===== config.mk =====
export PLATFORM = sky130hd
export DESIGN_NAME = shift_rows_pipe
export DESIGN_NICKNAME = d
export VERILOG_FILES = /design/src/rtl/shift_rows_pipe.sv
export SDC_FILE = /design/constraint.sdc
export NUM_CORES = 1
export LEC_CHECK = 0
export BUFFER_PORTS_ARGS = -buffer_cell sky130_fd_sc_hd__buf_2
export CORE_MARGIN = 2
export CORE_UTILIZATION = 50
export CTS_CLUSTER_SIZE = 8
export DETAILED_ROUTE_END_ITERATION = 10
export GPL_TIMING_DRIVEN = 0
export PLACE_DENSITY = 0.92
export REMOVE_ABC_BUFFERS = 1
export SETUP_SLACK_MARGIN = 0.15
export SYNTH_ARGS = -nofsm -noshare
export SYNTH_HDL_FRONTEND = slang
export SYNTH_SLANG_ARGS = --single-unit

===== constraint.sdc =====
create_clock -name clk -period 9.8 [get_ports clk]
set_clock_uncertainty 0.2 [all_clocks]
set_input_delay 0.98 -clock clk [delete_from_list [all_inputs] [get_ports clk]]
set_output_delay 0.98 -clock clk [all_outputs]
set_load 0.05 [all_outputs]

===== src/rtl/shift_rows_pipe.sv =====
// Pipelined Rijndael ShiftRows / InvShiftRows for 4, 6 or 8 column states with valid/ready flow.
// The byte permutation sits in front of stage 1; later stages carry the block and its mode bit forward.
module shift_rows_pipe #(
  parameter int unsigned NB     = 4,
  parameter int unsigned STAGES = 1
) (
  input  logic              clk,
  input  logic              rst,
  input  logic              clr,
  input  logic              in_valid,
  output logic              in_ready,
  input  logic              in_inv,
  input  logic [32*NB-1:0]  in_state,
  output logic              out_valid,
  input  logic              out_ready,
  output logic              out_inv,
  output logic [32*NB-1:0]  out_state,
  output logic              busy
);

  localparam int unsigned W = 32 * NB;

  if (!(NB == 4 || NB == 6 || NB == 8)) begin : g_bad_nb
    $error("shift_rows_pipe: NB must be 4, 6 or 8");
  end

  if (STAGES < 1 || STAGES > 4) begin : g_bad_stages
    $error("shift_rows_pipe: STAGES must be in 1..4");
  end

  // Row rotation amount; only the 8-column state uses the wider offsets on rows 2 and 3.
  function automatic int unsigned row_shift(input int unsigned r);
    return (NB == 8 && r >= 2) ? r + 1 : r;
  endfunction

  logic [W-1:0]             perm_state;
  logic [STAGES:0]          rdy;
  logic [STAGES:0]          src_v;
  logic [STAGES:0]          src_inv;
  logic [STAGES:0][W-1:0]   src_data;

  logic [STAGES-1:0]        v_q,    v_d;
  logic [STAGES-1:0]        inv_q,  inv_d;
  logic [STAGES-1:0][W-1:0] data_q, data_d;

  // Byte (r,c) lives at bits [W-1-8*(4c+r) -: 8]; row r rotates left (forward) or right (inverse).
  always_comb begin : permute
    perm_state = '0;
    for (int unsigned c = 0; c < NB; c++) begin
      for (int unsigned r = 0; r < 4; r++) begin
        perm_state[W-1-8*(4*c+r) -: 8] = in_inv
          ? in_state[W-1-8*(4*((c + NB - row_shift(r)) % NB) + r) -: 8]
          : in_state[W-1-8*(4*((c + row_shift(r)) % NB) + r) -: 8];
      end
    end
  end

  // Ready ripples back from the output: a stage can take a block if empty or if it drains this cycle.
  always_comb begin : ready_chain
    logic carry;
    carry       = out_ready;
    rdy         = '0;
    rdy[STAGES] = out_ready;
    for (int unsigned k = 0; k < STAGES; k++) begin
      carry                = ~v_q[STAGES-1-k] | carry;
      rdy[STAGES-1-k]      = carry;
    end
  end

  // Entry i of the src_* vectors is what stage i would load: the permuted input for stage 0.
  assign src_v    = {v_q, in_valid};
  assign src_inv  = {inv_q, in_inv};
  assign src_data = {data_q, perm_state};

  always_comb begin : next_state
    v_d    = v_q;
    inv_d  = inv_q;
    data_d = data_q;
    for (int unsigned i = 0; i < STAGES; i++) begin
      if (rdy[i]) begin
        v_d[i] = src_v[i] & ~clr;
        if (src_v[i] && !clr) begin
          inv_d[i]  = src_inv[i];
          data_d[i] = src_data[i];
        end
      end
      if (clr) begin
        v_d[i] = 1'b0;
      end
    end
  end

  always_ff @(posedge clk or posedge rst) begin : regs
    if (rst) begin
      v_q    <= '0;
      inv_q  <= '0;
      data_q <= '0;
    end else begin
      v_q    <= v_d;
      inv_q  <= inv_d;
      data_q <= data_d;
    end
  end

  assign in_ready  = rdy[0] & ~rst;
  assign out_valid = v_q[STAGES-1];
  assign out_inv   = inv_q[STAGES-1];
  assign out_state = data_q[STAGES-1];
  assign busy      = |v_q;

endmodule


==> results of run 1 <==
## flip-flops by register name (all words and copies together) (netlist names)
register   flops
out_state    128
busy           1
out_inv        1
## worst min path at each step
| stage | startpoint | end | slack (ns) |
|---|---|---|---|
| after CTS | out_state[31] | out_state[31] | 0.30 |
| final | out_state[36] | out_state[36] | 0.30 |
| after floorplan | out_inv | out_inv | 0.67 |
| after global routing | out_state[108] | out_state[108] | 0.31 |
| after detailed placement | out_state[92] | out_state[92] | 0.29 |
| after global placement | out_state[12] | out_state[12] | 0.28 |
## layout make-up
class / count / area, µm² / area share [%]
Sequential cell: 130 / 3253 / 42.26
Tap cell: 140 / 175.2 / 2.276
Timing Repair Buffer: 273 / 1486 / 19.31
Inverter: 1 / 8.758 / 0.1138
Clock inverter: 14 / 131.4 / 1.707
Multi-Input combinational cell: 198 / 2217 / 28.80
Clock buffer: 17 / 425.4 / 5.527
## per-layer routing
metal | global-route usage, % | routed length [µm]
met4 | 8.333 | 222
met3 | 7.818 | 951
met1 | 23.14 | 4788
met5 | 0 | 0
met2 | 41.88 | 7569
## cells by family after synthesis
family                 Yosys count  synth area share, %
buffers and inverters           23                3.975
DFF                            130                57.11
muxes                          193                38.15
and+or+nand+nor                  5               0.7687
## stage by stage
stage | total power [mW] | worst slack [ns] | std cells | util (%)
after floorplan | 1.176 | 4.792 | 329 | -
after global placement | 1.333 | 3.598 | 734 | 63.51
after detailed placement | 1.362 | 6.628 | 742 | 64.99
after CTS | 1.954 | 7.054 | 773 | 70.06
after global routing | 2.013 | 6.974 | 773 | 70.08
final | 1.937 | 7.062 | 773 | 70.08
## worst max-delay path, delay by kind of cell
kind / cells / cell delay [ns]
multiplexers: 1 / 0.36
buffers and inverters: 4 / 0.75
AND/OR/NAND/NOR: 2 / 0.72
## power breakdown
group	total, mW	leakage, nW	switching (mW)	internal [mW]
logic	0.664	1.88	0.474	0.190
registers	0.687	1.53	0.0519	0.635
clock network	0.586	0.263	0.236	0.350
total	1.94	3.68	0.762	1.18
## cells in the mapped netlist
master    number
mux2_2       193
dfrtp_1      130
buf_6         17
buf_4          3
nor2_1         3
buf_2          1
clkbuf_1       1
inv_1          1
nor2b_4        1
nor3b_4        1
==> results by group, run 1 <==
Run status
  • Run status: finished, final reports clean

Die
  • IO Count: 266
  • Die ar.: about 0.012 mm²
  • Core footprint: ~0.011 mm²
  • Die width: ~110 µm
  • Starting Density: around half
  • Row count: 38
  • DIE HEIGHT: around 110 µm

Final layout
  • Fin nets: around 760
  • Post-route design area: 0.007697 mm²
  • Antenna diodes: 0
  • Area added between synthesis and finish: 35.12%
  • Most frequent cells in the layout: buf_2 (264), mux2_2 (193), dfrtp_1 (130)
  • Share of layout cells above drive strength 1: 78.99%
  • Most common cell after layout, fill and taps aside: buf_2
  • Layout fillers: between 700 and 800

Synthesis
  • FF+latch count, synth: between 100 and 150
  • Top cell type's share of synthesized area: between 50% and 60%
  • Ranking of synthesized cells by area: dfrtp_1 (57%), mux2_2 (38%), buf_6 (3.4%), buf_4 (0.40%), nor3b_4 (0.33%)
  • Post-synth cell types: 10
  • Avg Inst Size Synth: 16.23 µm²
  • Post-Syn Area: 0.005697 mm²
  • Leading area contributor after synthesis: dfrtp_1
  • Synth warn: 0
  • Cells after synthesis: 351
  • Post-synthesis sequential area ratio: about 57%

Routing
  • DR vias/cell: between 5 and 6
  • Drt pass-1 iters: 4
  • Remaining DRCs: 0
  • Via count: about 4000
  • Routed wire per std cell: 17.51 µm
  • Antenna violation net count after detailed routing: 0
  • DR iter-0 viols: 84
  • Detailed Route WL: approximately 14000 µm

STA
  • Final hold slack: 0.2994 ns
  • Slew margin rel.: about 46%
  • Measured slew at the worst slew-check pin: 0.8151 ns
  • Setup TNS: 0 ns
  • RSZ-0062 raised after global routing: no
  • Setup Viol. Count Final: 0
  • Max Freq: between 300 and 400 MHz
  • Ratio of final minimum period to clock period: ~28%
  • Fin. max-slew vios: 0
  • Final Hold Vio Count: 0
  • Period minus WS final: approximately 2.7 ns

Pwr
  • Static leakage: about 3.7 nW
  • P per Cell Area: 251.6 mW/mm²
  • VDD IR max: ~0.00017 V

Placement
  • Dpl hpwl: 10360 µm
  • Dpl cell area: 0.007138 mm²
  • Routability Congestion: roughly 0.79
  • IO buf count: roughly 270

GRT
  • Remaining global-route overflow: 0
  • First-pass GRT wire length: 21800 µm
  • Vias in the first global route: approximately 4400
  • Largest net degree at the start of global routing: 72
  • Initial antenna violation count: 0
  • GRT Overall Usage: roughly 22%

Worst hold path
  • Hold WC Path Type: flop to flop
  • Worst hold path depth: 1

Clock tree
  • CTS root buf: clkbuf_16
  • Post_cts resized: 0
  • Cts bufs inserted: 17
  • Clk_lat worst skew: about 0.40 ns
  • Clock sink count: 130
  • H-tree levels: 4
  • TritonCTS clock tree: yes
  • Max Root-Sink Buffers: 2
  • Post-CTS Setup Bufs: 0
  • Clock Pin Slew Worst Setup and Hold Paths: 0.06 ns
  • Hold-fix buffers, CTS: 0

Worst setup path
  • Reg2reg setup slack: 7.25 ns
  • CP max FO: 22
  • Crit path cell chain: buf_2 -> nor2b_4 -> nor3b_4 -> buf_8 -> buf_8 -> buf_8 -> mux2_2
  • Most frequent CP cell: buf_8
  • Worst setup EP type: flop
  • Worst path max stage delay: 0.67 ns
  • CP required: slightly below 10 ns
  • CP Launch Point: out_ready
  • Crit Path Class: input pin to flop
  • Worst R2R Path Depth: 6
  • Reg2reg end: out_state[88]
  • CP arrival: 2.82 ns
  • Crit Reg-Reg Startpoint: busy
  • CP startpoint kind: input pin
  • CP max stage cell: nor3b_4
  • Crit path to: out_state[88]

Flow run
  • MaxCap Viol Count: 0
No activity file was read; power rests on OpenSTA's default activity.
==> run 2, diff against run 1 <==
Settings changed: CORE_UTILIZATION 50 to 47, PLACE_DENSITY 0.92 to 0.88.
Clock period 9.8 ns to 2.52 ns, I/O delays scaled along.
==> run 2 against run 1 <==
  * Sequential share of layout area down 3.7 points
  * Power rose to 3.9 times the previous value
  * Flip-flop and latch count unchanged
  * Cell count up 11%
  * Sequential power rose to 3.9 times the previous value
  * Global-route usage up 1.5 points
  * Largest cell class unchanged
  * Clock power rose to 3.9 times the previous value
  * Combinational power rose to 4.0 times the previous value
  * Highest routed layer unchanged
  * Count of clock-buffer cells in the layout up 4
  * Die area up 6.2%
  * Non-clock buffer count up 74
==> results by group, run 2 (synthesized netlist as in run 1, its figures left out) <==
Run status
  • Run status: finished, final reports clean

Placement
  • Dpl cell area: 0.007147 mm²
  • Dpl hpwl: 9440 µm
  • Place WS: -0.1182 ns
  • IO buf count: between 200 and 300
  • Routability Congestion: 0.7425

Clock tree
  • Max Root-Sink Buffers: 2
  • Clock sink count: 130
  • Clock Pin Slew Worst Setup and Hold Paths: 0.06 ns
  • Clk_lat worst skew: about 0.4 ns
  • H-tree levels: 4
  • Post_cts resized: 0
  • CTS root buf: clkbuf_16
  • Cts bufs inserted: 17
  • TritonCTS clock tree: yes

STA
  • Fin worst setup slack: ~0.23 ns
  • RSZ-0062 raised after global routing: no
  • Slew margin rel.: between 40% and 50%
  • Period minus WS final: between 2 and 2.5 ns
  • Ratio of final minimum period to clock period: around nine tenths
  • Max Freq: between 400 and 500 MHz
  • Measured slew at the worst slew-check pin: ~0.84 ns
  • Final Hold Vio Count: 0
  • Setup Viol. Count Final: 0
  • Fin. max-slew vios: 0

Routing
  • Drt pass-1 iters: 4
  • Routed wire per std cell: roughly 18 µm
  • Antenna violation net count after detailed routing: 0
  • Detailed Route WL: 15250 µm
  • DR vias/cell: 5.068
  • DR iter-0 viols: between 100 and 150
  • Via count: approximately 4300
  • Remaining DRCs: 0

Final layout
  • Most common cell after layout, fill and taps aside: buf_2
  • Post-route design area: 0.008438 mm²
  • Most frequent cells in the layout: buf_2 (264), mux2_2 (193), dfrtp_1 (130)
  • Layout Utilization: just over 70%
  • Max reg flops: 128
  • Area added between synthesis and finish: 48.12%
  • Fin nets: 829
  • Share of layout cells above drive strength 1: 70.76%

GRT
  • Vias in the first global route: approximately 4800
  • Largest net degree at the start of global routing: 70
  • Initial antenna violation count: 2
  • First-pass GRT wire length: 23780 µm
  • GRT Overall Usage: 24.00%
  • Remaining global-route overflow: 0

Flow run
  • MaxCap Viol Count: 0

Die
  • IO Count: between 200 and 300
  • Row count: 40
  • Die width: between 100 and 150 µm
  • Die ar.: 0.01302 mm²
  • Core footprint: 0.01191 mm²
  • DIE HEIGHT: approximately 110 µm
  • Starting Density: 47.83%

Worst setup path
  • Worst setup EP type: flop
  • Most frequent CP cell: buf_8
  • Worst path max stage delay: around 0.4 ns
  • CP startpoint kind: flop
  • CP max FO: 22
  • CP arrival: ~2.4 ns
  • Crit Path Class: flop to flop
  • CP max stage cell: dfrtp_1
  • CP required: between 2 and 3 ns
  • Crit path cell chain: nor2b_4 -> nor3b_4 -> buf_8 -> buf_8 -> buf_8 -> buf_16 -> mux2_2

Pwr
  • Static leakage: 3.993 nW
  • VDD IR max: 0.0006237 V
  • P per Cell Area: about 910 mW/mm²
  • Overall Power: roughly 7.6 mW

Worst hold path
  • Hold WC Path Type: input pin to flop
[run 2: cell types whose count changed in the layout (fill, tap and decap cells not counted), sizes merged]
cell and delta:
buf +2, dlygate4sd3 +72, diode +2, clkbuf +4, clkinvlp -1, clkinv +2, inv -4
[run 2: where the power goes]
group	internal [mW]	switching [mW]	leakage [nW]
combinational	0.815	1.87	2.20
clock	1.39	0.882	0.268
sequential	2.47	0.213	1.53
total	4.68	2.96	3.99
[run 2: cell type report]
cell class | instances | area [µm²]
Clock buffer | 21 | 460.4
Fill cell | 785 | 3473
Inverter | 1 | 8.758
Clock inverter | 11 | 87.58
Tap cell | 147 | 183.9
Antenna cell | 2 | 5.005
Multi-Input combinational cell | 198 | 2217
Timing Repair Buffer | 347 | 2222
Sequential cell | 130 | 3253
[run 2: timing repair]
item,CTS,global route
setup buffers,2,0
endpoints found under the setup margin,55,0
hold buffers,72,0
hold endpoints to repair,140,0
[run 2: final timing paths]
| kind | from | endpoint | slack, ns | cells after the start |
|---|---|---|---|---|
| setup reg to reg | busy | out_state[123] | 0.23 | 7 |
| setup / recovery | busy | out_state[123] | 0.23 | 7 |
| hold reg to reg | out_inv | out_inv | 0.30 | 1 |
| max in group asynchronous | rst | out_state[106] | 1.06 | 4 |
| min in group asynchronous | rst | out_state[46] | 0.34 | 3 |
| hold / removal | in_state[99] | out_state[67] | 0.02 | 3 |
[run 2: critical path: cells and delay by family (launching register included)]
| family | cells | cell delay (ns) |
|---|---|---|
| buffers and inverters | 4 | 0.78 |
| flip-flops | 1 | 0.40 |
| AND/OR/NAND/NOR | 2 | 0.40 |
| multiplexers | 1 | 0.36 |
[run 2: per-stage QoR]
step / instances / hold slack (ns) / TNS, ns
after floorplan: 329 / 0.1184 / -502.51
after global placement: 741 / 0.2577 / -708.91
after detailed placement: 749 / 0.2015 / -2.295
after CTS: 855 / 0.0002521 / 0
after global routing: 857 / 0.01405 / 0
final: 857 / 0.02214 / 0
[run 2: layer usage]
metal / wire (µm) / GRT usage [%] / up-vias
met5: 0 / 0 / -
met4: 422 / 12.11 / 0
met3: 1018 / 7.253 / 37
met2: 8499 / 44.72 / 206
met1: 5313 / 24.04 / 2136
li1: - / - / 1964
==> run 3, diff against run 2 <==
Settings changed: CELL_PAD_IN_SITES_DETAIL_PLACEMENT from default to 1, CELL_PAD_IN_SITES_GLOBAL_PLACEMENT from default to 1, CORE_UTILIZATION 47 to 37, CTS_CLUSTER_DIAMETER from default to 150, REMOVE_ABC_BUFFERS 1 to default.
==> run 3 against run 2 <==
  * Critical endpoint is now out_state[69]
  * Core utilization down 14 points
  * Worst setup slack better by 0.40 ns
  * Die area up 26%
  * Count of clock-buffer cells in the layout up 2
  * First-iteration DRC count down 42%
  * Power up 5.8%
  * Non-clock buffer count up 12
  * Flip-flop and latch count unchanged
  * Combinational power up 1%
==> results by group, run 3 (synthesized netlist as in run 1, its figures left out) <==
Final layout
  • Layout fillers: between 1500 and 2000
  • Area added between synthesis and finish: 52.12%
  • Post-route design area: 0.008666 mm²
  • Most common cell after layout, fill and taps aside: buf_2
  • Antenna diodes: 0
  • Non-filler instance count after layout: around 900
  • Max reg flops: between 100 and 150
  • Most frequent cells in the layout: buf_2 (265), mux2_2 (193), dfrtp_1 (130)
  • Share of layout cells above drive strength 1: approximately 70%
  • Fin nets: about 840

Clock tree
  • Clock Pin Slew Worst Setup and Hold Paths: ~0.06 ns
  • H-tree levels: 4
  • Max Root-Sink Buffers: 2
  • Post-CTS Setup Bufs: 0
  • CTS root buf: clkbuf_16
  • Clock sink count: 130
  • TritonCTS clock tree: yes
  • Clk_lat worst skew: just over 0.4 ns
  • Cts bufs inserted: 17
  • Post_cts resized: 0

Worst setup path
  • Crit Path Class: flop to flop
  • CP delay by family, top: buffers and inverters
  • CP max FO: 10
  • Most frequent CP cell: buf_6
  • CP arrival: approximately 2 ns
  • Worst setup EP type: flop
  • Crit path cell chain: nor2b_4 -> nor3b_4 -> buf_6 -> buf_6 -> mux2_2
  • WP depth: 5
  • CP required: ~2.6 ns
  • CP max stage cell: dfrtp_1
  • Worst R2R Path Depth: 5
  • Crit path buf inv count: 2
  • Worst path max stage delay: 0.40 ns
  • CP startpoint kind: flop

Placement
  • Dpl hpwl: 11810 µm
  • Dpl cell area: approximately 0.0073 mm²
  • Dpl cells: between 800 and 900
  • Routability Congestion: ~0.75
  • IO buf count: approximately 260

Pwr
  • Psw: ~3 mW
  • Seq pwr share: about a third
  • Static leakage: 4.092 nW
  • VDD IR max: between 0.0005 and 0.0006 V
  • Pint: between 5 and 6 mW
  • Clock Power Share: 33.2%
  • Sw Share: between 30% and 40%
  • P per Cell Area: approximately 930 mW/mm²
  • Comb power frac: ~34%

Routing
  • Routed wire per std cell: 19.28 µm
  • Remaining DRCs: 0
  • Detailed Route WL: between 15000 and 20000 µm
  • DR iter-0 viols: 87
  • Antenna violation net count after detailed routing: 0
  • Via count: ~4400
  • Drt pass-1 iters: 4
  • DR vias/cell: 4.833

GRT
  • Most used routing layer in global routing: met2
  • Vias in the first global route: around 5300
  • Initial antenna violation count: 0
  • First-pass GRT wire length: 27520 µm
  • Largest net degree at the start of global routing: 45
  • Remaining global-route overflow: 0
  • GRT Overall Usage: roughly 22%
  • Met2 Track Usage GR: a little over two fifths
  • Met3 Usage GRT: around 6.7%
  • Met1 Track Usage GR: approximately 22%

Die
  • IO Count: around 270
  • Die ar.: 0.01640 mm²
  • Row count: 45
  • Starting Density: a little under two fifths
  • DIE HEIGHT: between 100 and 150 µm
  • Die width: between 100 and 150 µm
  • Core footprint: about 0.015 mm²

Worst hold path
  • Worst hold path depth: 3
  • Hold WC Path Type: input pin to flop

STA
  • RSZ-0062 raised after global routing: no
  • Period minus WS final: between 1.5 and 2 ns
  • Fin. max-slew vios: 0
  • Setup Viol. Count Final: 0
  • Measured slew at the worst slew-check pin: 0.6653 ns
  • Slew margin rel.: 55.65%
  • Ratio of final minimum period to clock period: between 70% and 80%
  • Final Hold Vio Count: 0
  • Max Freq: about 530 MHz

Flow run
  • MaxCap Viol Count: 0

Run status
  • Run status: finished, final reports clean

Synthesis
  • Synth Net Count: 485
run 3: cell count changes in the layout (fill, tap and decap cells not counted), moves of 2 or more:
cell	before	now
bufinv_16	1	4
buf_6	0	17
buf_8	5	0
buf_12	0	3
dlygate4sd3_1	72	70
clkinv_2	7	3
clkbuf_8	2	5
diode_2	2	0
buf_16	3	0
run 3: worst min-delay path: stages:
cell and delay (ns):
buf_2 0.08, mux2_2 0.13, mux2_2 0.14
run 3: path summary, 6_finish.rpt:
kind | startpoint | end | slack [ns]
min in group asynchronous | rst | out_state[92] | 0.23
setup reg to reg | busy | out_state[69] | 0.63
setup / recovery | busy | out_state[69] | 0.63
hold reg to reg | out_state[67] | out_state[67] | 0.30
max in group asynchronous | rst | out_state[65] | 1.10
hold / removal | in_state[114] | out_state[82] | 0.02
run 3: metrics by stage:
stage	setup TNS [ns]	util [%]	power (mW)	worst slack [ns]	hold slack [ns]
6_report	0	57.22	8.086	0.6276	0.02157
5_1_grt	0	57.22	8.403	0.5629	0.01417
4_1_cts	0	57.22	8.124	0.6251	0.001511
3_5_place_dp	0	48.31	5.330	0.6320	0.09474
3_3_place_gp	-34.42	47.91	5.231	-0.2735	0.2604
2_1_floorplan	0	-	4.614	0.4588	0.1184
run 3: layout make-up:
class                           instances  area (µm²)  share of cell area, %
Clock inverter                          9       150.1                  1.733
Multi-Input combinational cell        198        2217                  25.58
Clock buffer                           23       498.0                  5.746
Sequential cell                       130        3253                  37.54
Timing Repair Buffer                  337        2082                  24.03
Inverter                                1       7.507                0.08663
Buffer                                 22       222.7                  2.570
Tap cell                              188       235.2                  2.714
run 3: what timing repair did:
action	4_1_cts	5_1_grt
hold endpoints to repair	111	0
hold buffers	70	0
endpoints found under the setup margin	0	0
run 3: layer usage:
layer / routed length, µm / vias up / part of all wire, %
li1: - / 1973 / -
met3: 1111 / 44 / 6.3
met1: 6174 / 2180 / 35
met5: 0 / - / 0
met2: 9670 / 191 / 55
met4: 554 / 0 / 3.2
run 3: power groups by stage:
| stage | clock network, mW | registers [mW] | logic [mW] |
|---|---|---|---|
| floorplan | 0 | 4.04 | 0.570 |
| global placement | 0 | 2.67 | 2.56 |
| detailed placement | 0 | 2.70 | 2.63 |
| CTS | 2.73 | 2.67 | 2.72 |
| global route | 2.83 | 2.73 | 2.84 |
| finish | 2.68 | 2.68 | 2.72 |
